[config.mk]
export PLATFORM = sky130hd
export DESIGN_NAME = uart_rx_os
export DESIGN_NICKNAME = d
export VERILOG_FILES = /design/src/rtl/uart_pkg.sv /design/src/rtl/uart_os_tick.sv /design/src/rtl/uart_rx_os.sv
export SDC_FILE = /design/constraint.sdc
export NUM_CORES = 1
export LEC_CHECK = 0
export BUFFER_PORTS_ARGS = -buffer_cell sky130_fd_sc_hd__buf_2
export CAP_MARGIN = 5
export CORE_MARGIN = 5
export CORE_UTILIZATION = 55
export CTS_BUF_LIST = sky130_fd_sc_hd__clkbuf_4
export CTS_CLUSTER_SIZE = 16
export DETAILED_ROUTE_END_ITERATION = 8
export HOLD_SLACK_MARGIN = 0.03
export PLACE_DENSITY = 0.75
export SYNTH_ARGS = -nofsm -noshare
export SYNTH_HDL_FRONTEND = slang
export SYNTH_SLANG_ARGS = --single-unit
[constraint.sdc]
create_clock -name clk -period 5.48 [get_ports clk]
set_input_delay 0.822 -clock clk [delete_from_list [all_inputs] [get_ports clk]]
set_output_delay 0.822 -clock clk [all_outputs]
set_load 0.005 [all_outputs]
[src/rtl/uart_pkg.sv]
// Shared definitions for the oversampling UART receiver: parity mode
// encodings, receive FSM state codes and a parity helper.
package uart_pkg;

  // parity_mode encodings (2'b11 is reserved and behaves as none)
  localparam logic [1:0] PAR_NONE = 2'b00;
  localparam logic [1:0] PAR_EVEN = 2'b01;
  localparam logic [1:0] PAR_ODD  = 2'b10;

  // Receive FSM state codes
  typedef logic [2:0] state_t;
  localparam state_t IDLE   = 3'd0;
  localparam state_t START  = 3'd1;
  localparam state_t DATA   = 3'd2;
  localparam state_t PARITY = 3'd3;
  localparam state_t STOP1  = 3'd4;
  localparam state_t STOP2  = 3'd5;

  // XOR reduction over a zero-extended data word (up to 9 data bits)
  function automatic logic calc_parity(input logic [8:0] data);
    return ^data;
  endfunction

endpackage

[src/rtl/uart_os_tick.sv]
// Oversample tick divider: free-running counter 0..baud_div producing a
// one-cycle tick at each wrap. The divisor is captured at the wrap so a
// change mid-count can never strand the counter above its terminal value.
module uart_os_tick #(
  parameter int DIV_WIDTH = 16
) (
  input  logic                 clk,
  input  logic                 reset,
  input  logic [DIV_WIDTH-1:0] baud_div,
  output logic                 tick
);

  logic [DIV_WIDTH-1:0] cnt_r;
  logic [DIV_WIDTH-1:0] div_r;
  logic                 tick_r;
  logic                 wrap_s;

  assign wrap_s = (cnt_r == div_r);
  assign tick   = tick_r;

  // Count up to the captured divisor, wrap, reload divisor and pulse tick
  always_ff @(posedge clk or negedge reset) begin
    if (!reset) begin
      cnt_r  <= {DIV_WIDTH{1'b0}};
      div_r  <= {DIV_WIDTH{1'b0}};
      tick_r <= 1'b0;
    end else if (wrap_s) begin
      cnt_r  <= {DIV_WIDTH{1'b0}};
      div_r  <= baud_div;
      tick_r <= 1'b1;
    end else begin
      cnt_r  <= cnt_r + {{(DIV_WIDTH-1){1'b0}}, 1'b1};
      tick_r <= 1'b0;
    end
  end

endmodule

[src/rtl/uart_rx_os.sv]
// Oversampling UART receiver with programmable width/parity/stop bits,
// input synchroniser, false-start rejection, error flags and a
// valid/ready output register with sticky overrun.
module uart_rx_os
  import uart_pkg::*;
#(
  parameter int DATA_BITS   = 8,
  parameter int OS_RATE     = 16,
  parameter int DIV_WIDTH   = 16,
  parameter int SYNC_STAGES = 2
) (
  input  logic                 clk,
  input  logic                 reset,
  input  logic [DIV_WIDTH-1:0] baud_div,
  input  logic [1:0]           parity_mode,
  input  logic                 two_stop,
  input  logic                 rx_in,
  output logic [DATA_BITS-1:0] rx_data,
  output logic                 rx_valid,
  input  logic                 rx_ready,
  output logic                 parity_err,
  output logic                 frame_err,
  output logic                 overrun,
  output logic                 busy
);

  localparam int OS_W  = $clog2(OS_RATE);
  localparam int BIT_W = $clog2(DATA_BITS);
  localparam logic [OS_W-1:0]  OS_HALF  = OS_W'(OS_RATE/2 - 1);
  localparam logic [OS_W-1:0]  OS_LAST  = OS_W'(OS_RATE - 1);
  localparam logic [BIT_W-1:0] BIT_LAST = BIT_W'(DATA_BITS - 1);

  logic [SYNC_STAGES-1:0] sync_r;
  logic                   rx_s;
  logic                   prev_r;
  logic                   tick_s;

  state_t                 state_r, state_nx;
  logic [OS_W-1:0]        os_cnt_r, os_nx;
  logic [BIT_W-1:0]       bit_cnt_r, bit_nx;
  logic [DATA_BITS-1:0]   shift_r, shift_nx;
  logic                   par_err_r, par_nx;
  logic                   frm_err_r, frm_nx;
  logic                   complete_s;
  logic                   half_pt_s;
  logic                   bit_pt_s;
  logic                   accept_s;

  logic [DATA_BITS-1:0]   rx_data_r;
  logic                   rx_valid_r;
  logic                   parity_err_r;
  logic                   frame_err_r;
  logic                   overrun_r;
  logic                   busy_r;

  assign rx_s       = sync_r[SYNC_STAGES-1];
  assign half_pt_s  = tick_s && (os_cnt_r == OS_HALF);
  assign bit_pt_s   = tick_s && (os_cnt_r == OS_LAST);
  assign accept_s   = rx_valid_r && rx_ready;

  assign rx_data    = rx_data_r;
  assign rx_valid   = rx_valid_r;
  assign parity_err = parity_err_r;
  assign frame_err  = frame_err_r;
  assign overrun    = overrun_r;
  assign busy       = busy_r;

  uart_os_tick #(
    .DIV_WIDTH (DIV_WIDTH)
  ) u_tick (
    .clk      (clk),
    .reset    (reset),
    .baud_div (baud_div),
    .tick     (tick_s)
  );

  // Synchronise the async line (idle high) and keep the previous sample
  always_ff @(posedge clk or negedge reset) begin
    if (!reset) begin
      sync_r <= {SYNC_STAGES{1'b1}};
      prev_r <= 1'b1;
    end else begin
      sync_r <= {sync_r[SYNC_STAGES-2:0], rx_in};
      prev_r <= rx_s;
    end
  end

  // Next-state logic: frame sequencing, sampling and error accumulation
  always_comb begin
    state_nx   = state_r;
    bit_nx     = bit_cnt_r;
    shift_nx   = shift_r;
    par_nx     = par_err_r;
    frm_nx     = frm_err_r;
    complete_s = 1'b0;
    if ((state_r != IDLE) && tick_s) begin
      os_nx = os_cnt_r + {{(OS_W-1){1'b0}}, 1'b1};
    end else begin
      os_nx = os_cnt_r;
    end

    case (state_r)
      IDLE: begin
        // only a genuine 1->0 transition starts a frame
        if (prev_r && !rx_s) begin
          state_nx = START;
          os_nx    = {OS_W{1'b0}};
          par_nx   = 1'b0;
          frm_nx   = 1'b0;
        end else begin
          state_nx = IDLE;
        end
      end
      START: begin
        if (half_pt_s) begin
          os_nx  = {OS_W{1'b0}};
          bit_nx = {BIT_W{1'b0}};
          if (rx_s) begin
            state_nx = IDLE;
          end else begin
            state_nx = DATA;
          end
        end else begin
          state_nx = START;
        end
      end
      DATA: begin
        if (bit_pt_s) begin
          os_nx    = {OS_W{1'b0}};
          shift_nx = {rx_s, shift_r[DATA_BITS-1:1]};
          if (bit_cnt_r == BIT_LAST) begin
            if ((parity_mode == PAR_EVEN) || (parity_mode == PAR_ODD)) begin
              state_nx = PARITY;
            end else begin
              state_nx = STOP1;
            end
          end else begin
            bit_nx = bit_cnt_r + {{(BIT_W-1){1'b0}}, 1'b1};
          end
        end else begin
          state_nx = DATA;
        end
      end
      PARITY: begin
        if (bit_pt_s) begin
          os_nx    = {OS_W{1'b0}};
          par_nx   = calc_parity(9'(shift_r)) ^ rx_s ^ (parity_mode == PAR_ODD);
          state_nx = STOP1;
        end else begin
          state_nx = PARITY;
        end
      end
      STOP1: begin
        if (bit_pt_s) begin
          os_nx  = {OS_W{1'b0}};
          frm_nx = frm_err_r | ~rx_s;
          if (two_stop) begin
            state_nx = STOP2;
          end else begin
            state_nx   = IDLE;
            complete_s = 1'b1;
          end
        end else begin
          state_nx = STOP1;
        end
      end
      STOP2: begin
        if (bit_pt_s) begin
          os_nx      = {OS_W{1'b0}};
          frm_nx     = frm_err_r | ~rx_s;
          state_nx   = IDLE;
          complete_s = 1'b1;
        end else begin
          state_nx = STOP2;
        end
      end
      default: begin
        state_nx = IDLE;
        os_nx    = {OS_W{1'b0}};
      end
    endcase
  end

  // FSM and datapath registers
  always_ff @(posedge clk or negedge reset) begin
    if (!reset) begin
      state_r   <= IDLE;
      os_cnt_r  <= {OS_W{1'b0}};
      bit_cnt_r <= {BIT_W{1'b0}};
      shift_r   <= {DATA_BITS{1'b0}};
      par_err_r <= 1'b0;
      frm_err_r <= 1'b0;
      busy_r    <= 1'b0;
    end else begin
      state_r   <= state_nx;
      os_cnt_r  <= os_nx;
      bit_cnt_r <= bit_nx;
      shift_r   <= shift_nx;
      par_err_r <= par_nx;
      frm_err_r <= frm_nx;
      busy_r    <= (state_nx != IDLE);
    end
  end

  // Output word register with valid/ready handshake and sticky overrun
  always_ff @(posedge clk or negedge reset) begin
    if (!reset) begin
      rx_data_r    <= {DATA_BITS{1'b0}};
      rx_valid_r   <= 1'b0;
      parity_err_r <= 1'b0;
      frame_err_r  <= 1'b0;
      overrun_r    <= 1'b0;
    end else if (complete_s) begin
      if (rx_valid_r && !rx_ready) begin
        // pending word wins; the new one is dropped
        overrun_r <= 1'b1;
      end else begin
        rx_data_r    <= shift_r;
        parity_err_r <= par_err_r;
        frame_err_r  <= frm_nx;
        rx_valid_r   <= 1'b1;
        overrun_r    <= accept_s ? 1'b0 : overrun_r;
      end
    end else if (accept_s) begin
      rx_valid_r <= 1'b0;
      overrun_r  <= 1'b0;
    end else begin
      rx_valid_r <= rx_valid_r;
    end
  end

endmodule

# Word level (Yosys, flattened, before mapping)
# Cells that the tools add are included.
# classes
n_addsub	3
n_eq_ne	17
muxes	38
bitwise	5
reduce_logical	23
# op_table
operator	count
3-bit 2-to-1 mux	11
3-bit one-hot mux with 6 select lines	1
16-bit by 1-bit adder with 16-bit output, second input constant	1
16-bit == test	1
16-bit 2-to-1 mux	1
4-bit 2-to-1 mux	4
1-bit 2-to-1 mux	15
2-bit inequality test, second input constant	6
4-bit one-hot mux with 3 select lines	1
3-bit == test, second input constant	3
9-bit XOR reduction	1
3-bit by 2-bit == test with 1-bit output, second input constant	2
1-bit logical AND	6
1-bit one-hot mux with 2 select lines	3
3-bit one-hot mux with 2 select lines	1
2-bit AND reduction	3
2-bit nonzero test	3
3-bit nonzero test	2
4-bit by 1-bit adder with 4-bit output, second input constant	1
4-bit by 3-bit == test with 1-bit output, second input constant	1
4-bit == test, second input constant	1
4-bit AND reduction	1
4-bit OR reduction	1
3-bit by 1-bit adder with 3-bit output, second input constant	1
other kinds (12)	15
# word_totals
ff_bits	69
inputBits	23
output_inout_bits	13

# Logic depth before layout (Yosys ltp)
# logic_depth
depth_word	7
ltp_mapped	7
mapped_depth_nobuf	6

# Cells and area by module
# A second synthesis with hierarchy kept.
# hier_totals
hier_cells	272
hier_area_um2	3337.0
# by_module_without_submodules
module	n_inst	cells_per_inst	area_per_inst_um2
uart_rx_os	1	141	1726.7
uart_os_tick	1	131	1610.3

# Worst setup path after synthesis
# Ideal clock, no wire load.
# synth_path
kind	in2reg
start	input parity_mode[0]
end	register par_err_r
setup_ns	0.110
arrival_time_ns	1.872
t_required_ns	5.370
slack_ns	3.498
cell_stages	6
n_path_buf	0
cell_sequence	inv_1 ha_1 xnor2_1 xnor3_1 xnor2_1 o41ai_1
# synth_between
elab_chain_cells	4
# synth_rtl
element	line_no	source
from (decl)	uart_rx_os.sv:15	input logic [1:0] parity_mode,
2-bit == test	uart_rx_os.sv:147	par_nx = calc_parity(9'(shift_r)) ^ rx_s ^ (parity_mode == PAR_ODD);
1-bit XOR	uart_rx_os.sv:147	
1-bit 2-to-1 mux	uart_rx_os.sv:145	if (bit_pt_s) begin
1-bit one-hot mux with 2 select lines	uart_rx_os.sv:102	case (state_r)
to (signal assigned)	uart_rx_os.sv:199	par_err_r <= par_nx;
to (decl)	uart_rx_os.sv:42	logic par_err_r, par_nx;
# Every way passes these cells. The select of a mux whose other input is x is not followed.
# A chain may end at the register's enable or synchronous reset.

# Final worst setup path
# layout_path
start	register u_tick.cnt_r[12]
end	register u_tick.div_r[2]
# layout_between
elab_chain_cells	1
# layout_rtl
element	line_no	source
from (decl)	uart_os_tick.sv:13	logic [DIV_WIDTH-1:0] cnt_r;
from (signal assigned)	uart_os_tick.sv:24	cnt_r <= {DIV_WIDTH{1'b0}};
from (signal assigned)	uart_os_tick.sv:28	cnt_r <= {DIV_WIDTH{1'b0}};
from (signal assigned)	uart_os_tick.sv:32	cnt_r <= cnt_r + {{(DIV_WIDTH-1){1'b0}}, 1'b1};
16-bit == test	uart_os_tick.sv:18	assign wrap_s = (cnt_r == div_r);
to (signal assigned)	uart_os_tick.sv:25	div_r <= {DIV_WIDTH{1'b0}};
to (signal assigned)	uart_os_tick.sv:29	div_r <= baud_div;
to (decl)	uart_os_tick.sv:14	logic [DIV_WIDTH-1:0] div_r;
# Every way passes these cells.

==> out/metrics.cfg <==
[status]
status = finished, final reports clean

[global_routing]
grt_pass1_wl_um = 10410
track_usage = 0.1749
grt_pass1_vias = 2228
antenna_found_initial = 0
gr-total-overflow = 0
grt_max_degree = 70

[timing]
tightest_slew_ns = 0.8480
period_minus_slack_ns = 2.269
slew_headroom = 0.4346
finalSetupViolations = 0
skew_ns = 0.01152
fin_tns_setup_ns = 0
maxSlewViolCount = 0
grt_setup_unrepaired = false
clock.fmax_mhz = 440.7
fin_ws_ns = 3.211
holdWs_ns = 0.3651
finalHoldViolations = 0
final.period_utilization = 0.4140

[clock_tree]
clk_pin_slew_ns = 0.12
clk_latency_ns = 0.43
cts_tree = yes
clock_path_buffers = 2
cts_max_level = 3
cts_setup_buffers = 0
cts.sinks = 69
post_cts_resized = 0
hold_buffers = 0
clock_tree.root_cell = clkbuf_4
numCtsBuffers = 9

[setup_path]
required_ns = 5.79
critPathMaxStageDelay_ns = 0.54
critPathSlowestCell = nor4_4
arrival_ns = 2.58
endpoint_kind = flip-flop
path_cells = xnor2_1 -> nand4_2 -> nor4_4 -> buf_4 -> mux2_2
crit_type = flip-flop to flip-flop
start_kind = flip-flop
worstPathMaxFanout = 24

[routing]
first_iter_violations = 85
route.detailed.drc = 0
viasPerCell = 5.659
post_drt_wl_per_cell_um = 15.50
vias = 2241
drtPass1Iterations = 4
postRouteAntennaNets = 0
wirelength_um = 6139

[final_layout]
diodes = 0
area_growth_pct = 10.19
final_util = 0.6290
nNetsFinal = 346
register_area_mm2 = 0.001730
multi_input_area_mm2 = 0.001572
fill_cells = 482
drive_above_1_share = 0.2960

[yosys]
synth_cell_types = 51
async_flop_share = 1.000
synth_compound_area_frac = 0.07251
synth-simple-area-share = 0.1377
synth_fp_nets = 308
synth_flop_cell = dfrtp_1
synth_warnings = 0
synth.avg_cell_area_um2 = 12.23
synth_xor_area_frac = 0.09643
synth_fa_ha_area_frac = 0.02576
synth_enable_flop_cells = 0
yosysSeqAreaShare = 0.5090
synth_cells = 278
synth_top_family_by_area = simple AND/OR/NAND/NOR gates
synthMuxAreaShare = 0.1299
synth.cell_area_mm2 = 0.003400
synth_seq_cells = 69

[placement]
port_buffers = 35
place_hpwl_um = 4266
gp_congestion = 0.8621
dp_slack_ns = 3.212

[floorplan]
die_y_um = 88.62
die_w_um = 88.62
rows = 28
top_level_ports = 36
die_area_mm2 = 0.007854
initial_core_util = 0.5708
core_mm2 = 0.005956

[power_and_ir_drop]
leakage_uw = 0.001722
vdd_drop_max_v = 0.0002834
powerDensity_mw_per_mm2 = 257.9
total_power_uw = 966.3

[min_path]
min_path_type = flip-flop to flip-flop

[run]
cap_violations = 0

-- layout by cell type, fill, tap and decap left out, types with 10 or more instances in the layout --
cell type   n
a21oi_1    10
mux2_2     23
xor2_1     11
mux2_4     10
xnor2_1    22
nor2_1     17
nand2_1    10
dfrtp_1    66
buf_2      35
nand4_1    12
-- per-layer routing --
layer,vias to the layer above,GRT usage,share of wire
li1,1089,-,-
met1,1095,0.2197,0.46
met2,44,0.2814,0.47
met3,13,0.03911,0.041
met4,0,0.09341,0.023
met5,-,0,0
-- cells in the mapped netlist (6+ instances only) --
master / number / area share
mux2_2: 23 / 0.076
nand4_1: 12 / 0.022
nand2_1: 10 / 0.011
xor2_1: 11 / 0.028
o21ai_0: 8 / 0.012
mux2_4: 10 / 0.044
nand3_1: 8 / 0.012
dfrtp_1: 66 / 0.49
a21oi_1: 10 / 0.015
or3_1: 6 / 0.011
nor2_1: 17 / 0.019
ha_1: 7 / 0.026
xnor2_1: 22 / 0.057
-- power by group --
group          internal (µW)  switching, µW  total, µW
Clock                    141            197        338
Sequential               530           29.0        559
Combinational           37.7           31.1       68.8
Total                    709            257        966
-- metrics by stage --
step                cells  instance area [µm²]
CTS                   396                 3746
floorplan             278                 3400
detailed placement    380                 3605
finish                396                 3746
global route          396                 3746
global placement      380                 3605
-- cell type report --
type / instances / share of cell area
flip-flops and latches: 69 / 0.4619
multi-input cells: 194 / 0.4195
repair buffers: 37 / 0.05077
well taps: 75 / 0.02505
clock inverters: 7 / 0.01971
clock buffers: 9 / 0.01804
inverters: 5 / 0.005010
-- worst max-delay path, delay by kind of cell (launching register included) --
| kind | cells | cell delay [ns] |
|---|---|---|
| and+or+nand+nor | 2 | 0.70 |
| DFF | 1 | 0.44 |
| buffers and inverters | 1 | 0.42 |
| muxes | 1 | 0.37 |
| xor gates and xnor gates | 1 | 0.21 |
-- kinds of logic (layout without fill, tap and decap cells) --
logic type      count (synthesis)  in the layout
buf+inv                        15             58
xor+xnor                       35             35
simple gates                   79             79
flops                          69             69
mux                            36             36
compound gates                 37             37
fa+ha+maj                       7              7
-- path summary, 6_finish.rpt --
| path | startpoint | to | slack, ns | cells after the start |
|---|---|---|---|---|
| worst max-delay path | u_tick.cnt_r[12]$_DFF_PN0_ | u_tick.div_r[2]$_DFFE_PN0P_ | 3.21 | 5 |
| worst min-delay path | sync_r[0]$_DFF_PN1_ | sync_r[1]$_DFF_PN1_ | 0.37 | 0 |
| worst max register to register | u_tick.cnt_r[12]$_DFF_PN0_ | u_tick.div_r[2]$_DFFE_PN0P_ | 3.21 | 5 |
| worst min register to register | sync_r[0]$_DFF_PN1_ | sync_r[1]$_DFF_PN1_ | 0.37 | 0 |
| max in group asynchronous | reset | u_tick.div_r[4]$_DFFE_PN0P_ | 4.35 | 2 |
| min in group asynchronous | reset | os_cnt_r[0]$_DFF_PN0_ | 0.57 | 2 |
-- sequential cells by signal, summed over array words and instances, names as in the netlist, 2 cells and up --
| signal | count |
|---|---|
| bit_cnt_r | 3 |
| os_cnt_r | 4 |
| rx_data | 8 |
| shift_r | 8 |
| state_r | 3 |
| sync_r | 2 |
| u_tick.cnt_r | 16 |
| u_tick.div_r | 16 |
(Power assumes the default switching activity.)
